$ cat config.mk
export PLATFORM = sky130hd
export DESIGN_NAME = light_show_sequencer
export DESIGN_NICKNAME = d
export VERILOG_FILES = /design/src/rtl/light_show_sequencer.sv
export SDC_FILE = /design/constraint.sdc
export NUM_CORES = 1
export LEC_CHECK = 0
export BUFFER_PORTS_ARGS = -buffer_cell sky130_fd_sc_hd__buf_2
export CORE_UTILIZATION = 54
export CTS_CLUSTER_DIAMETER = 200
export CTS_CLUSTER_SIZE = 16
export DETAILED_ROUTE_END_ITERATION = 6
export PLACE_DENSITY = 0.82
export SLEW_MARGIN = 5
export SYNTH_ARGS = -nofsm -noshare
export SYNTH_HDL_FRONTEND = slang
export SYNTH_SLANG_ARGS = --single-unit
$ cat constraint.sdc
create_clock -name clk -period 4.35 [get_ports clk]
set_input_delay 0.87 -clock clk [delete_from_list [all_inputs] [get_ports clk]]
set_output_delay 0.87 -clock clk [all_outputs]
set_load 0.02 [all_outputs]
$ cat src/rtl/light_show_sequencer.sv
// Phase sequencer for the LED light show: walks NUM_PHASES timing phases, each with
// its own tick period and step count, and emits a one-cycle step pulse per step.
module light_show_sequencer #(
  parameter int NUM_PHASES = 3,
  parameter int PH_W       = 2,
  parameter int TICK_W     = 6,
  parameter int REP_W      = 4,
  parameter bit LOOP       = 1'b0
) (
  input  logic                         clk,
  input  logic                         reset,
  input  logic                         tick,
  input  logic                         start_btn,
  input  logic                         pause_btn,
  input  logic [NUM_PHASES*TICK_W-1:0] period_cfg,
  input  logic [NUM_PHASES*REP_W-1:0]  rep_cfg,
  output logic [PH_W-1:0]              phase,
  output logic                         step,
  output logic [REP_W-1:0]             rep_count,
  output logic                         running,
  output logic                         done,
  output logic                         reset_pressed
);

  if (NUM_PHASES < 2 || NUM_PHASES > 16 || (1 << PH_W) < NUM_PHASES) begin : g_bad_cfg
    $error("light_show_sequencer: NUM_PHASES/PH_W combination is not supported");
  end

  typedef enum logic [1:0] {
    S_IDLE  = 2'd0,
    S_RUN   = 2'd1,
    S_PAUSE = 2'd2,
    S_DONE  = 2'd3
  } state_e;

  state_e              state_q, state_d;
  logic [PH_W-1:0]     phase_q, phase_d;
  logic [REP_W-1:0]    rep_q, rep_d;
  logic [TICK_W-1:0]   tick_cnt_q, tick_cnt_d;
  logic                step_q, step_d;
  logic                running_q, running_d;
  logic                done_q, done_d;
  logic                reset_pressed_q, reset_pressed_d;

  // Button chains: [0],[1] synchronise, [2] is the delayed copy for edge detection.
  logic [2:0]          start_sync_q, start_sync_d;
  logic [2:0]          pause_sync_q, pause_sync_d;
  logic [1:0]          settle_q, settle_d;
  logic                settled;
  logic                start_ev;
  logic                pause_ev;

  logic [TICK_W-1:0]   cur_period;
  logic [REP_W-1:0]    cur_reps;
  logic [TICK_W-1:0]   last_cnt;
  logic [REP_W-1:0]    rep_inc;
  logic                is_last;

  // Edges are only trusted once the whole chain holds sampled values rather than
  // reset values, so a button held through reset release stays silent.
  assign settled  = (settle_q == 2'd3);
  assign start_ev = settled & start_sync_q[2] & ~start_sync_q[1];
  assign pause_ev = settled & pause_sync_q[2] & ~pause_sync_q[1];

  always_comb begin
    // NOTE: every combinational output gets a default before any branch, so no
    // path leaves a signal unassigned and no latch is inferred.
    start_sync_d = {start_sync_q[1:0], start_btn};
    pause_sync_d = {pause_sync_q[1:0], pause_btn};
    settle_d     = settled ? settle_q : settle_q + 2'd1;
  end

  always_comb begin
    cur_period = '0;
    cur_reps   = '0;
    for (int p = 0; p < NUM_PHASES; p++) begin
      if (phase_q == PH_W'(p)) begin
        cur_period = period_cfg[p*TICK_W +: TICK_W];
        cur_reps   = rep_cfg[p*REP_W +: REP_W];
      end
    end
  end

  // A period of 0 behaves as 1; comparing with >= lets a shrunken period wrap on the next tick.
  assign last_cnt = (cur_period == '0) ? '0 : cur_period - TICK_W'(1);
  assign rep_inc  = rep_q + REP_W'(1);
  assign is_last  = (phase_q == PH_W'(NUM_PHASES - 1));

  always_comb begin
    state_d         = state_q;
    phase_d         = phase_q;
    rep_d           = rep_q;
    tick_cnt_d      = tick_cnt_q;
    step_d          = 1'b0;
    reset_pressed_d = reset_pressed_q;

    unique case (state_q)
      S_IDLE, S_DONE: begin
        if (start_ev) begin
          state_d         = S_RUN;
          phase_d         = '0;
          rep_d           = '0;
          tick_cnt_d      = '0;
          reset_pressed_d = 1'b0;
        end
      end

      S_RUN: begin
        // Pause has priority over start and swallows a coincident tick.
        if (pause_ev) begin
          state_d = S_PAUSE;
        end else if (tick) begin
          if (tick_cnt_q >= last_cnt) begin
            tick_cnt_d = '0;
            step_d     = 1'b1;
            rep_d      = rep_inc;
            // A step count of 0 marks an endless phase; rep_count just wraps.
            if (cur_reps != '0 && rep_inc == cur_reps) begin
              if (!is_last) begin
                phase_d = phase_q + PH_W'(1);
                rep_d   = '0;
              end else if (LOOP) begin
                phase_d = '0;
                rep_d   = '0;
              end else begin
                state_d = S_DONE;
              end
            end
          end else begin
            tick_cnt_d = tick_cnt_q + TICK_W'(1);
          end
        end
      end

      S_PAUSE: begin
        if (pause_ev) state_d = S_RUN;
      end

      default: state_d = S_IDLE;
    endcase

    running_d = (state_d == S_RUN);
    done_d    = (state_d == S_DONE);
  end

  always_ff @(posedge clk or negedge reset) begin
    if (!reset) begin
      state_q         <= S_IDLE;
      phase_q         <= '0;
      rep_q           <= '0;
      tick_cnt_q      <= '0;
      step_q          <= 1'b0;
      running_q       <= 1'b0;
      done_q          <= 1'b0;
      reset_pressed_q <= 1'b1;
      start_sync_q    <= '1;
      pause_sync_q    <= '1;
      settle_q        <= '0;
    end else begin
      // NOTE: non-blocking assignments so every flop samples pre-edge values
      // regardless of statement order.
      state_q         <= state_d;
      phase_q         <= phase_d;
      rep_q           <= rep_d;
      tick_cnt_q      <= tick_cnt_d;
      step_q          <= step_d;
      running_q       <= running_d;
      done_q          <= done_d;
      reset_pressed_q <= reset_pressed_d;
      start_sync_q    <= start_sync_d;
      pause_sync_q    <= pause_sync_d;
      settle_q        <= settle_d;
    end
  end

  assign phase         = phase_q;
  assign step          = step_q;
  assign rep_count     = rep_q;
  assign running       = running_q;
  assign done          = done_q;
  assign reset_pressed = reset_pressed_q;

endmodule

**After elaboration in Yosys (flattened, before gate mapping)**

Cells that the tools add are included.

- Add/subtract/negate cells: 5
- $lt $le $gt $ge: 1
- Eq/ne operators: 15
- Muxes and demuxes: 38
- Bitwise logic cells: 6
- Reduce and logical (&&, ||, !) cells: 11

Operators with widths:

| cell | number |
|---|---|
| 6-bit 2-to-1 mux | 8 |
| 4-bit 2-to-1 mux | 9 |
| 2-bit 2-to-1 mux | 13 |
| 2-bit != test (second input constant) | 6 |
| 6-bit case mux with 2 select lines | 1 |
| 2-bit equality test (second input constant) | 5 |
| 4-bit case mux with 2 select lines | 1 |
| 7-bit AND reduction | 1 |
| 6-bit by 1-bit adder with 6-bit output (second input constant) | 1 |
| 2-bit by 1-bit equality test with 1-bit output (second input constant) | 3 |
| 6-bit greater-or-equal comparator | 1 |
| 6-bit logical NOT | 1 |
| 2-bit case mux with 3 select lines | 1 |
| 6-bit by 1-bit subtractor with 6-bit output (second input constant) | 1 |
| 5-bit AND reduction | 1 |
| 2-bit by 1-bit adder with 2-bit output (second input constant) | 2 |
| 4-bit by 1-bit adder with 4-bit output (second input constant) | 1 |
| 1-bit AND | 4 |
| 4-bit equality test | 1 |
| 2-bit logical NOT | 2 |
| 1-bit 2-to-1 mux | 4 |
| 2-bit case mux with 2 select lines | 1 |
| 4-bit AND reduction | 1 |
| 4-bit nonzero test | 1 |
| other kinds (5) | 6 |

- Register bits: 26
- Input port bits: 35
- Output and inout port bits: 10

**Logic depth before layout (Yosys ltp)**

- Word-level depth: 12
- Gate-level depth with buffers: 19
- Gate-level depth less buffers: 17

**Worst setup path before layout**

No wires, ideal clock.

- Path type: reg-to-reg
- Start: register phase_q[0], in the netlist phase[0]
- End: register running_q, in the netlist running
- Setup time: 0.137 ns
- Data arrival time: 3.836 ns
- Data required time: 4.213 ns
- Slack: 0.377 ns
- Cell stages (with the launch flop): 19
- Path buffers: 1
- Period minus slack after synthesis: 3.973 ns
- Cell sequence: dfrtp_1 -> inv_1 -> ha_1 -> buf_2 -> and3b_1 -> a21oi_1 -> o21ai_0 -> inv_1 -> ha_1 -> o2111ai_1 -> or3_1 -> and2_1 -> ha_1 -> nand2b_1 -> a21o_1 -> a211o_1 -> and4_1 -> a311oi_1 -> nor3b_1

- Longest elaborated chain between the ends: 12
- Elaborated cells on any way between the ends: 23

Ends and longest elaborated chain:

| item | RTL line | text |
|---|---|---|
| start, declared | 37 | `logic [PH_W-1:0] phase_q, phase_d;` |
| start signal, assigned | 163 | `phase_q <= phase_d;` |
| 2-bit logical NOT | 77 | `if (phase_q == PH_W'(p)) begin` |
| 6-bit 2-to-1 mux or 4-bit 2-to-1 mux (tied branches) (3 in a row) | 77 |  |
| 6-bit by 1-bit subtractor with 6-bit output (tied with other cells) | 85 | `assign last_cnt = (cur_period == '0) ? '0 : cur_period - TICK_W'(1);` |
| 6-bit 2-to-1 mux or 1-bit logical AND (tied branches) | 85, 118 |  |
| 6-bit greater-or-equal comparator or 2-bit 2-to-1 mux (tied branches) | 113, 118 |  |
| 2-bit 2-to-1 mux * | 113 | `if (tick_cnt_q >= last_cnt) begin` |
| 2-bit 2-to-1 mux * | 112 | `end else if (tick) begin` |
| 2-bit 2-to-1 mux * | 110 | `if (pause_ev) begin` |
| 2-bit case mux with 3 select lines * | 97 | `unique case (state_q)` |
| 2-bit by 1-bit equality test with 1-bit output * | 142 | `running_d = (state_d == S_RUN);` |
| named net running_d | 41 | `logic running_q, running_d;` |
| end signal, assigned | 167 | `running_q <= running_d;` |
| end, declared | 41 |  |

Mark *: on every way through the listed nets, which the timed path passes. The rest lies on a longest branch.
A chain may end at the register's enable or synchronous reset.

**Final worst setup path**

- Start: register phase_q[0], in the netlist phase[0]
- End: register done_q, in the netlist done

- Longest elaborated chain between the ends: 12
- Elaborated cells on any way between the ends: 23

Ends and longest elaborated chain:

| item | RTL line | text |
|---|---|---|
| 2-bit logical NOT | 77 |  |
| 6-bit 2-to-1 mux or 4-bit 2-to-1 mux (tied branches) (3 in a row) | 77 |  |
| 6-bit by 1-bit subtractor with 6-bit output (tied with other cells) | 85 |  |
| 6-bit 2-to-1 mux or 1-bit logical AND (tied branches) | 85, 118 |  |
| 6-bit greater-or-equal comparator or 2-bit 2-to-1 mux (tied branches) | 113, 118 |  |
| 2-bit 2-to-1 mux * | 113 |  |
| 2-bit 2-to-1 mux * | 112 |  |
| 2-bit 2-to-1 mux * | 110 |  |
| 2-bit case mux with 3 select lines * | 97 |  |
| 2-bit equality test * | 143 | `done_d = (state_d == S_DONE);` |
| named net done_d | 42 | `logic done_q, done_d;` |
| end signal, assigned | 168 | `done_q <= done_d;` |
| end, declared | 42 |  |

Marks and branches as above.

==> results.toml <==
[worst_setup_path]
worst-path-buf-inv = 2
timing.critical_path.arrival_ns = 4.25
worstSetupEndpoint = "done$_DFF_PN0_"
worst_setup_path_startpoint = "phase[0]$_DFFE_PN0P_"
cp.depth = 17
r2r_end = "done$_DFF_PN0_"
delay_of_the_slowest_critical_path_stage_ns = 0.46
reg2reg_depth = 17
cp_data_required_time_ns = 4.57
cp_slowest_cell = "dfrtp_1"
reg2reg_slack_ns = 0.31
critPathLaunchType = "register"
crit-reg2reg-launch = "phase[0]$_DFFE_PN0P_"
cp_top_family = "compound AO/OA/AOI/OAI gates"
cp_common_cell = "ha_1"
cp_cell_sequence = "inv_1 -> ha_1 -> and3b_1 -> a21oi_1 -> o21ai_0 -> inv_1 -> ha_1 -> o2111ai_1 -> or3_1 -> and2_1 -> ha_1 -> nand2b_1 -> a21o_1 -> a211o_1 -> and4_1 -> a311oi_2 -> a211oi_1"
criticalPathCategory = "register to register"
cp_max_fo = 5
worst_setup_path_end_kind = "register"

[route]
drt.antenna.violating_nets = 0
detail_route.wl_per_cell_um = 12.9
drt_iter0_drc = 52
drt_pass1_iterations = 4
wl_met1_um = 1840
route.vias.total = 1629
post-route-drc-count = 0
route.met2.wl_um = 1860
wl_met3_um = 158
maxUsedRoutingLayer = "met4"
routed_via_density = 5.43
wl_um = 3880

[timing]
fmaxAchievable_ghz = 0.248
finalHoldWorstSlack_ns = 0.366
worst_pin_slew_ns = 0.553
finalSetupTns_ns = 0
max-slew-margin-rel = 0.631
final_min_period_over_clock_period = 0.928
period_needed_ns = 4.04
setup_repair_after_global_routing_missed_its_margin = "false"
finalSetupViolCount = 0
final-hold-violation-count = 0
timing.clock.skew_ns = 0.0126
maxSlewViolCount = 0

[clock_tree]
clockRootBuffer = "clkbuf_4"
cts_sinks = 26
cts_resized = 0
ctsHoldBuffers = 0
clock_insertion_delay_at_the_later_pin_of_the_skew_report_ns = 0.32
cts-root-to-sink-buffers = 2
postCtsSetupBuffers = 0
clk_pin_slew_worst_setup_hold_paths_ns = 0.15
cts_tree = "built"
cts_inserted_buffers = 3
cts.htree.levels = 1

[grt]
via_count_of_the_first_global_routing_pass = 1449
grt.overflow.total = 0
first_pass_grt_wire_length_um = 5930
gr-usage-all-layers = 0.206
grt_start_max_net_pins = 27
initial_antenna_violation_count = 0

[die]
die_height_um = 61.8
core_outline_area_um2 = 3390
fp-row-count = 21
design.die.area_um2 = 3820
floorplan.die.width_um = 61.8
initial_core_util = 0.570
floorplan.io_pins = 45

[synth]
dominantRegCellSynth = "dfrtp_1"
mappedNetlistArea_um2 = 1930
post_synth.cell_area_avg_um2 = 9.19
synth_enable_flop_cells = 0
synthArstFlopShare = 1.00
sequential_area_share_after_synthesis = 0.342
synthesis.nets = 260
synth_cell_types = 52
synth.yosys.warnings = 0
synth.ff_latch_count = 26
yosysTopAreaCell = "dfrtp_1"
postSynthCellCount = 210
netlist.area_leader.share = 0.246
synth.area.top_cells = "dfrtp_1, ha_1, dfstp_2"

[place]
placedInstanceArea_um2 = 2190
place.gp.congestion = 0.867
post-place-cells = 296
place_hpwl_um = 3030
numPortBuffers = 44

[cells_and_area]
layout.cells.most_common = "buf_2"
nets = 305
fillCellCount = 276
finalCoreUtilization = 0.664
stdcell_count = 300
most-common-layout-cells = "buf_2, nand2_1, dfrtp_1"
design_area_um2 = 2250
area_growth_pct = 16.7
num_antenna_cells = 0
drive_gt1_frac = 0.303

[pwr]
power.static_leakage_nw = 1.09
power.ir.vdd_worst_uv = 424
power.density_cell_area_nw_per_um2 = 548

[min_path]
hold_path_depth = 0
hold_path.class = "register to register"

[flow_run]
timing.max_cap.violations = 0

[run_status]
status = "finished clean"
==> flip-flops by register name, indices dropped and copies added (netlist names) <==
register / cells
settle_q: 2
start_sync_q: 3
running: 1
state_q: 2
phase: 2
rep_count: 4
pause_sync_q: 3
done: 1
step: 1
reset_pressed: 1
tick_cnt_q: 6
==> per-layer routing <==
| metal | GRT usage | vias to the layer above |
|---|---|---|
| li1 | - | 833 |
| met1 | 0.257 | 751 |
| met2 | 0.364 | 43 |
| met3 | 0.0393 | 2 |
| met4 | 0.0603 | 0 |
| met5 | 0 | - |
==> stage by stage <==
step	total power, W	setup WS (ns)
finish	0.00123	0.313
global route	0.00134	0.0346
CTS	0.00123	0.127
detailed placement	0.00106	0.105
global placement	0.00105	0.167
floorplan	0.000913	0.377
==> worst register-to-register path: stages, from the launching register on <==
cell and delay (ns):
dfrtp_1 0.46, inv_1 0.11, ha_1 0.27, and3b_1 0.20, a21oi_1 0.10, o21ai_0 0.14, inv_1 0.11, ha_1 0.18
o2111ai_1 0.18, or3_1 0.46, and2_1 0.19, ha_1 0.26, nand2b_1 0.14, a21o_1 0.21, a211o_1 0.28, and4_1 0.23
a311oi_2 0.34, a211oi_1 0.09
==> synthesized netlist by cell type (3+ instances only) <==
cell / number
nand3b_1: 6
nor3b_1: 3
a21oi_2: 3
buf_2: 4
o21ai_0: 8
a21o_1: 4
nor2_1: 17
dfstp_2: 7
xor2_1: 4
nand2b_1: 5
ha_1: 15
nand3_1: 4
a21oi_1: 15
nand2_1: 24
nor3_1: 3
xnor2_1: 7
a211oi_1: 3
nand4_1: 3
dfrtp_1: 19
inv_1: 11
nor2b_1: 4
==> power by group <==
part           switching [W]  internal, W  leakage, nW
registers          0.0000407     0.000286        0.312
logic               0.000424     0.000319        0.750
clock network      0.0000711    0.0000931       0.0279
==> cell type report <==
class,instances,area [um^2],area share
inverter,11,41.3,0.0183
tap,46,57.6,0.0256
clock buffer,3,22.5,0.0100
multi-input combinational,166,1200,0.532
clock inverter,1,30.0,0.0133
sequential,26,659,0.293
timing repair buffer,47,243,0.108
==> cells by family (layout without fill, tap and decap cells) <==
logic type,after synthesis,after routing,synth area share
simple gates,83,83,0.238
mux,3,3,0.0168
flops,26,26,0.342
compound gates,53,53,0.204
buf+inv,18,62,0.0434
xor+xnor,12,12,0.0583
fa+ha+maj,15,15,0.0972
==> worst min path at each step <==
stage	from	endpoint
CTS	pause_sync_q[0]$_DFF_PN1_	pause_sync_q[1]$_DFF_PN1_
detailed placement	pause_sync_q[0]$_DFF_PN1_	pause_sync_q[1]$_DFF_PN1_
floorplan	pause_sync_q[0]$_DFF_PN1_	pause_sync_q[1]$_DFF_PN1_
global placement	pause_sync_q[0]$_DFF_PN1_	pause_sync_q[1]$_DFF_PN1_
global route	pause_sync_q[0]$_DFF_PN1_	pause_sync_q[1]$_DFF_PN1_
finish	pause_sync_q[0]$_DFF_PN1_	pause_sync_q[1]$_DFF_PN1_
Power figures use the tool's default switching activity.
